## config.mk

```make
export PLATFORM = sky130hd
export DESIGN_NAME = ofdm_serial_transmitter
export DESIGN_NICKNAME = d
export VERILOG_FILES = /design/src/rtl/ofdm_serial_transmitter.sv
export SDC_FILE = /design/constraint.sdc
export NUM_CORES = 1
export LEC_CHECK = 0
export ABC_AREA = 1
export ABC_CLOCK_PERIOD_IN_PS = 2760
export CAP_MARGIN = 5
export CORE_UTILIZATION = 63
export DETAILED_ROUTE_END_ITERATION = 16
export GPL_ROUTABILITY_DRIVEN = 1
export HOLD_SLACK_MARGIN = 0.1
export PLACE_DENSITY = 0.81
export SYNTH_ARGS = -nofsm -noshare
export SYNTH_HDL_FRONTEND = slang
export SYNTH_SLANG_ARGS = --single-unit
```

## constraint.sdc

```tcl
create_clock -name clk -period 2.76 [get_ports clk]
set_input_delay 0.552 -clock clk [delete_from_list [all_inputs] [get_ports clk]]
set_output_delay 0.552 -clock clk [all_outputs]
set_load 0.1 [all_outputs]
```

## src/rtl/ofdm_serial_transmitter.sv

```systemverilog
// ============================================================================
// Module   : ofdm_serial_transmitter
// Brief    : Serial 802.11a-style transmitter: preamble, scrambled K=7 r=1/2
//            convolutional data, zero tail, at the coded-bit rate.
// Revision : 1.0
// ============================================================================
`default_nettype none

module ofdm_serial_transmitter #(
    parameter logic [95:0] PREAMBLE = 96'hAAAA_AAAA_AAAA_AAAA_AAAA_AAAA,
    parameter bit          SCRAMBLE = 1'b1,
    parameter logic [6:0]  SEED     = 7'b1011101,
    parameter int          LEN_W    = 12
) (
    input  logic             clk,
    input  logic             rst,
    input  logic             i_start,
    input  logic [LEN_W-1:0] i_length,
    input  logic             i_data_in,
    input  logic             i_data_valid,
    output logic             o_data_ready,
    output logic             o_output,
    output logic             o_out_valid,
    output logic             o_busy,
    output logic             o_done,
    output logic             o_error
);

    typedef enum logic [2:0] {
        S_IDLE     = 3'd0,
        S_PREAMBLE = 3'd1,
        S_DATA     = 3'd2,
        S_TAIL     = 3'd3,
        S_DONE     = 3'd4
    } state_t;

    localparam logic [7:0] c_LAST_PRE  = 8'd191;
    localparam logic [2:0] c_TAIL_BITS = 3'd6;

    state_t           r_state, w_state_nxt;
    logic [7:0]       r_cnt, w_cnt_nxt;
    logic             r_phase, w_phase_nxt;
    logic [LEN_W-1:0] r_bit_idx, w_bit_idx_nxt;
    logic [LEN_W-1:0] r_len, w_len_nxt;
    logic [2:0]       r_tail_cnt, w_tail_cnt_nxt;
    logic [6:0]       r_scr, w_scr_nxt;
    logic [5:0]       r_enc, w_enc_nxt;
    logic             r_code_b, w_code_b_nxt;
    logic             r_out, w_out_nxt;
    logic             r_out_valid, w_out_valid_nxt;
    logic             r_error, w_error_nxt;

    logic [7:0] w_cnt_inc;
    logic [6:0] w_pre_idx;
    logic       w_data_slot;
    logic       w_fb;
    logic       w_s;
    logic       w_code_a;
    logic       w_code_b;

    assign w_cnt_inc = r_cnt + 8'd1;
    assign w_pre_idx = 7'd95 - 7'(w_cnt_inc >> 1);

    // A data bit is taken on the last preamble cycle and on every DATA phase-0 cycle.
    assign w_data_slot = ((r_state == S_PREAMBLE) && (r_cnt == c_LAST_PRE) && (r_len != '0))
                       || ((r_state == S_DATA) && !r_phase);

    // r_scr[k-1] holds x(k); r_enc[k-1] holds d[n-k].
    assign w_fb     = r_scr[6] ^ r_scr[3];
    assign w_s      = w_data_slot ? ((i_data_valid & i_data_in) ^ (SCRAMBLE ? w_fb : 1'b0)) : 1'b0;
    assign w_code_a = w_s ^ r_enc[1] ^ r_enc[2] ^ r_enc[4] ^ r_enc[5];
    assign w_code_b = w_s ^ r_enc[0] ^ r_enc[1] ^ r_enc[2] ^ r_enc[5];

    always_comb begin
        w_state_nxt     = r_state;
        w_cnt_nxt       = r_cnt;
        w_phase_nxt     = r_phase;
        w_bit_idx_nxt   = r_bit_idx;
        w_len_nxt       = r_len;
        w_tail_cnt_nxt  = r_tail_cnt;
        w_scr_nxt       = r_scr;
        w_enc_nxt       = r_enc;
        w_code_b_nxt    = r_code_b;
        w_error_nxt     = r_error;
        w_out_nxt       = 1'b0;
        w_out_valid_nxt = 1'b0;

        case (r_state)
            S_IDLE: begin
                if (i_start) begin
                    w_state_nxt     = S_PREAMBLE;
                    w_cnt_nxt       = 8'd0;
                    w_phase_nxt     = 1'b0;
                    w_bit_idx_nxt   = '0;
                    w_tail_cnt_nxt  = 3'd0;
                    w_len_nxt       = i_length;
                    w_scr_nxt       = SEED;
                    w_enc_nxt       = 6'd0;
                    w_error_nxt     = 1'b0;
                    w_out_nxt       = PREAMBLE[95];
                    w_out_valid_nxt = 1'b1;
                end
            end
            S_PREAMBLE: begin
                w_out_valid_nxt = 1'b1;
                w_cnt_nxt       = w_cnt_inc;
                if (r_cnt != c_LAST_PRE) begin
                    w_out_nxt = PREAMBLE[w_pre_idx];
                end else begin
                    // Last preamble cycle doubles as the first coded phase-0 slot.
                    w_out_nxt    = w_code_a;
                    w_code_b_nxt = w_code_b;
                    w_enc_nxt    = {r_enc[4:0], w_s};
                    w_phase_nxt  = 1'b1;
                    w_state_nxt  = (r_len != '0) ? S_DATA : S_TAIL;
                end
            end
            S_DATA: begin
                w_out_valid_nxt = 1'b1;
                if (!r_phase) begin
                    w_out_nxt    = w_code_a;
                    w_code_b_nxt = w_code_b;
                    w_enc_nxt    = {r_enc[4:0], w_s};
                    w_phase_nxt  = 1'b1;
                end else begin
                    w_out_nxt   = r_code_b;
                    w_phase_nxt = 1'b0;
                    if (r_bit_idx == r_len - LEN_W'(1)) begin
                        w_state_nxt    = S_TAIL;
                        w_tail_cnt_nxt = 3'd0;
                    end else begin
                        w_bit_idx_nxt = r_bit_idx + LEN_W'(1);
                    end
                end
            end
            S_TAIL: begin
                if (!r_phase) begin
                    if (r_tail_cnt == c_TAIL_BITS) begin
                        w_state_nxt = S_DONE;
                    end else begin
                        w_out_valid_nxt = 1'b1;
                        w_out_nxt       = w_code_a;
                        w_code_b_nxt    = w_code_b;
                        w_enc_nxt       = {r_enc[4:0], 1'b0};
                        w_phase_nxt     = 1'b1;
                    end
                end else begin
                    w_out_valid_nxt = 1'b1;
                    w_out_nxt       = r_code_b;
                    w_phase_nxt     = 1'b0;
                    w_tail_cnt_nxt  = r_tail_cnt + 3'd1;
                end
            end
            S_DONE: begin
                w_state_nxt = S_IDLE;
            end
            default: begin
                w_state_nxt = S_IDLE;
            end
        endcase

        if (w_data_slot) begin
            if (SCRAMBLE) begin
                w_scr_nxt = {r_scr[5:0], w_fb};
            end
            if (!i_data_valid) begin
                w_error_nxt = 1'b1;
            end
        end
    end

    always_ff @(posedge clk) begin
        if (rst) begin
            r_state     <= S_IDLE;
            r_cnt       <= 8'd0;
            r_phase     <= 1'b0;
            r_bit_idx   <= '0;
            r_len       <= '0;
            r_tail_cnt  <= 3'd0;
            r_scr       <= SEED;
            r_enc       <= 6'd0;
            r_code_b    <= 1'b0;
            r_out       <= 1'b0;
            r_out_valid <= 1'b0;
            r_error     <= 1'b0;
        end else begin
            r_state     <= w_state_nxt;
            r_cnt       <= w_cnt_nxt;
            r_phase     <= w_phase_nxt;
            r_bit_idx   <= w_bit_idx_nxt;
            r_len       <= w_len_nxt;
            r_tail_cnt  <= w_tail_cnt_nxt;
            r_scr       <= w_scr_nxt;
            r_enc       <= w_enc_nxt;
            r_code_b    <= w_code_b_nxt;
            r_out       <= w_out_nxt;
            r_out_valid <= w_out_valid_nxt;
            r_error     <= w_error_nxt;
        end
    end

    assign o_data_ready = w_data_slot;
    assign o_output     = r_out;
    assign o_out_valid  = r_out_valid;
    assign o_busy       = (r_state != S_IDLE);
    assign o_done       = (r_state == S_DONE);
    assign o_error      = r_error;

endmodule

`default_nettype wire

```

[Word level (Yosys, flattened, before mapping)]
Memories as Yosys holds them, arrays and structs flattened.
Index checks and enable logic that the tools add are counted.
Word-level totals
  register bits after elaboration: 56
  latch bits: 0
  memory bits (writable): 0
  ROM bits: 128
  memories kept: 1
Operators by class
  add/sub/neg operators: 5
  multiply operators: 0
  div/mod/pow operators: 0
  order comparisons: 1
  eq/ne operators: 18
  shift-type cells: 0
  mux-type cells: 53
  bitwise operators: 11
  reduce and logical (&&, ||, !) cells: 25
Memory list
  (no name shown): words 128, bits a word 1, rd ports 1, clocked after memory_dff 0, write ports 0, line 108  | w_out_nxt = PREAMBLE[w_pre_idx];
Operators with widths (number)
  $mux 12: 3
  $mux 3: 10
  $mux 6: 5
  $pmux 12 s2: 1
  $pmux 6 s4: 1
  $mux 1: 22
  $mux 7: 3
  $ne 2x2->1 const B: 9
  $pmux 8 s2: 1
  $add 12x1->12 const B: 1
  $eq 12x12->1: 1
  $pmux 3 s4: 1
  $reduce_and 6->1: 2
  $reduce_bool 12->1: 1
  $sub 12x1->12 const B: 1
  $reduce_and 5->1: 2
  $xor 1x1->1: 10
  $pmux 3 s3: 1
  $reduce_bool 3->1: 3
  $add 8x1->8 const B: 1
  $eq 8x8->1 const B: 1
  $lt 7x8->1 const B: 1
  $mux 8: 1
  $ne 8x8->1 const B: 1
  19 further kinds: 30

[Longest topological paths before layout]
  depth in word-level cells: 12
  gate-level depth with buffers: 16
  gate-level depth less buffers: 16

[Least setup slack after synthesis]
OpenSTA, ideal clock, no wires.
  path type: register -> output
  from: register r_state[0]
  to: output port o_done
  arrival: 1804 ps
  required time: 2208 ps
  slack: 404 ps
  stages on the path, launching flop included: 4
  buffers on the path: 0
  cell sequence: dfxtp_1 -> nor2_1 -> inv_1 -> nor2_1
Between the ends
  cells in the longest elaborated chain, start to end: 1
Ends and longest elaborated chain
  start: declaration: line 40  | state_t r_state, w_state_nxt;
  start signal: assignment: line 187  | r_state <= w_state_nxt;
  $eq 3x3->1: line 206  | assign o_done = (r_state == S_DONE);
  end: declaration: line 25  | output logic o_done,
Every way passes these cells.

[Worst setup path in the final report]
  from: register r_len[0]
  to: output port o_data_ready
Between the ends
  cells in the longest elaborated chain, start to end: 3
Ends and longest elaborated chain
  start: declaration: line 44  | logic [LEN_W-1:0] r_len, w_len_nxt;
  start signal: assignment: line 191  | r_len <= w_len_nxt;
  $reduce_bool 12->1: line 65  | assign w_data_slot = ((r_state == S_PREAMBLE) && (r_cnt == c_LAST_PRE) && (r_len != '0))
  $logic_and 1x1->1: line 65
  $logic_or 1x1->1: line 66  | || ((r_state == S_DATA) && !r_phase);
  end: declaration: line 21  | output logic o_data_ready,
Every way passes these cells.

==> results_dict.tcl <==
set metrics [dict create \
    status "completed" \
    fin_total_pwr_mw 3.60 \
    multi_input_area_mm2 0.00184 \
    cp_cell_sequence "inv_1 > ha_1 > inv_1 > nor3_1 > nand4_1 > nand2_1 > nand2_4 > buf_12" \
    vdd_drop_max_mv 0.864 \
    fillers 413 \
    syn_to_final_growth_pct 10.6 \
    wire_per_inst_um 13.2 \
    synth_ff_type "dfxtp_1" \
    finalHoldViolations 0 \
    tritoncts "built" \
    io_buffers 22 \
    drive_gt1_share_pct 9.22 \
    cpMaxStageDelayCell "dfxtp_1" \
    dr_total_vias 3093 \
    slew_viol_final 0 \
    clock_skew_ps 14.1 \
    htreeDepth 2 \
    arrival_ps 1960 \
    dpl.hpwl_mm 5.55 \
    hp-start "r_scr[5]$_SDFFE_PP0P_" \
    antenna_found_initial 0 \
    dpl_cell_area_mm2 0.00350 \
    gp_congestion 0.914 \
    worst_setup_path_start_kind "flop" \
    yosysSeqAreaShare_pct 34.6 \
    dieArea_mm2 0.00544 \
    start_util_pct 66.9 \
    cts_buffers 5 \
    grt_pass1_vias 2878 \
    required_ps 2210 \
    regArea_mm2 0.00112 \
    post_cts_buffers 0 \
    synth-async-reset-ratio_pct 0 \
    final_common_cell "nand2_1" \
    num_io_pins 23 \
    via_per_inst 5.46 \
    die_width_um 73.8 \
    syn_area_per_cell_um2 6.79 \
    period_share_pct 91.1 \
    power_switching_share_pct 52.1 \
    drt-total-wl_mm 7.50 \
    cts.sinks 56 \
    drt_pass1_iterations 5 \
    synth-seq-cells 56 \
    combPwrFrac_pct 56.1 \
    yosys_warnings 0 \
    worst_pin_slew_ps 681 \
    p_per_area_mw_per_mm2 1000 \
    root_buffer "clkbuf_8" \
    clk_latency_ps 320 \
    hp-class "flop to flop" \
    setup_tns_ps 0 \
    gr-total-overflow 0 \
    endpoint_kind "output pin" \
    crit_top_cell "inv_1" \
    path_max_fanout 8 \
    path_class "flop to output pin" \
    grt_max_degree 32 \
    path_clk_slew_ps 110 \
    postRouteAntennaNets 0 \
    grt_use_total_pct 29.2 \
    die_h_um 73.8 \
    nets 521 \
    syn_inst 478 \
    p_int_mw 1.73 \
    drv_cap 0 \
    critPathTopFamily "simple AND/OR/NAND/NOR gates" \
    p_sw_mw 1.88 \
    grt_pass1_wl_mm 12.4 \
    critPathBufInv 3 \
    syn_area_mm2 0.00324 \
    r2r_slack_ps 480 \
    route.detailed.drc 0 \
    rsz0062_at_grt "false" \
    finalSetupViolations 0 \
    fmax_mhz 398 \
    synth.distinct_cells 37 \
    n_antenna_cell 0 \
    rr_startpoint "r_len[0]$_SDFFE_PP0P_" \
    hold_buffers 0 \
    cts.repair.resized 0 \
    layout_common_cells "nand2_1, nor2_1, dfxtp_1" \
    clk_path_buf_depth 2 \
    clockPowerShare_pct 12.8 \
    slew_headroom_pct 54.6 \
    crit_path_start "r_len[0]$_SDFFE_PP0P_" \
    synth_edf_count 0 \
    drt-initial-drc-count 233 \
    critPathMaxStageDelay_ps 340 \
    synthesis.nets 501 \
    leakage_nw 1.43 \
    period_needed_ps 2510 \
    finish.instance_area_mm2 0.00359 \
    seq_power_share_pct 31.1 \
    core_mm2 0.00485 \
    std_cell_rows 25 \
]
[logic make-up after synthesis]
group | after synthesis | synth area share [%]
AND/OR/NAND/NOR | 241 | 33.6
AO/OA/AOI/OAI | 80 | 13.8
buffers and inverters | 69 | 8.79
flip-flops | 56 | 34.6
XOR/XNOR | 26 | 7.02
adder cells (fa/ha/maj) | 6 | 2.31
[power by group through the flow]
stage          Sequential, mW  Combinational (mW)  Clock, mW
2_1_floorplan            1.20                1.52          0
3_3_place_gp             1.13                1.95          0
3_5_place_dp             1.13                1.99          0
4_1_cts                  1.11                2.00      0.463
5_1_grt                  1.14                2.25      0.492
6_report                 1.12                2.02      0.461
[stage by stage]
step           hold slack (ps)  cells  setup WS, ps  utilization (%)
3_3_place_gp               452    558           559             72.1
3_5_place_dp               456    558           533             72.1
4_1_cts                    474    566           275             74.0
2_1_floorplan              440    478           404                -
6_report                   475    566           245             74.0
5_1_grt                    497    566           117             74.0
[worst register-to-register path: cells and delay by family (launching register included)]
kind          cells  cell delay [ps]
buf+inv           2              190
flops             1              370
fa+ha+maj         1              340
simple gates     13             1340
[layout make-up]
cell class                      instances  area share, %
Multi-Input combinational cell        353           51.2
Clock buffer                            5           1.92
Inverter                               57           5.96
Clock inverter                          3          0.593
Timing Repair Buffer                   25           6.70
Sequential cell                        56           31.3
Tap cell                               67           2.34
[sequential cells by signal, summed over array words and instances, names as in the netlist]
signal       cells
o_error          1
r_code_b         1
r_bit_idx       12
r_cnt            8
r_state          3
r_scr            7
r_tail_cnt       3
r_len           12
r_enc            6
o_out_valid      1
r_phase          1
o_output         1
[cells in the mapped netlist (2+ instances only)]
library cell / number / area share [%]
nand2_1: 104 / 12
nor2_1: 61 / 7.1
dfxtp_1: 56 / 35
inv_1: 50 / 5.8
nand3_1: 38 / 5.9
a21oi_1: 35 / 5.4
o21ai_0: 27 / 4.2
xnor2_1: 15 / 4.0
xor2_1: 11 / 3.0
nor3_1: 9 / 1.4
nand4_1: 7 / 1.3
ha_1: 6 / 2.3
inv_2: 6 / 0.69
nor2_2: 6 / 1.2
a22oi_1: 5 / 1.2
clkbuf_1: 5 / 0.58
o22ai_1: 4 / 0.77
nand2_2: 3 / 0.58
nand2_4: 3 / 1.0
nor2_4: 3 / 1.0
a211oi_1: 2 / 0.46
buf_4: 2 / 0.46
buf_6: 2 / 0.69
clkbuf_2: 2 / 0.31
nand3_2: 2 / 0.62
o21bai_1: 2 / 0.46
or2_2: 2 / 0.39
[worst paths after layout]
kind | to | cells after the start
max | o_data_ready | 8
max reg2reg | r_bit_idx[1]$_SDFFE_PP0P_ | 16
min reg2reg | r_scr[5]$_SDFFE_PP0P_ | 2
min | r_scr[5]$_SDFFE_PP0P_ | 2
[metal layers]
| layer | global-route usage [%] | up-vias | share of wire, % |
|---|---|---|---|
| met3 | 4.66 | 12 | 3.7 |
| met5 | 0 | - | 0 |
| met2 | 51.0 | 71 | 49 |
| met1 | 37.0 | 1428 | 46 |
| met4 | 8.33 | 0 | 1.3 |
| li1 | - | 1582 | - |
Note: power is estimated with default switching activity, not from simulation.
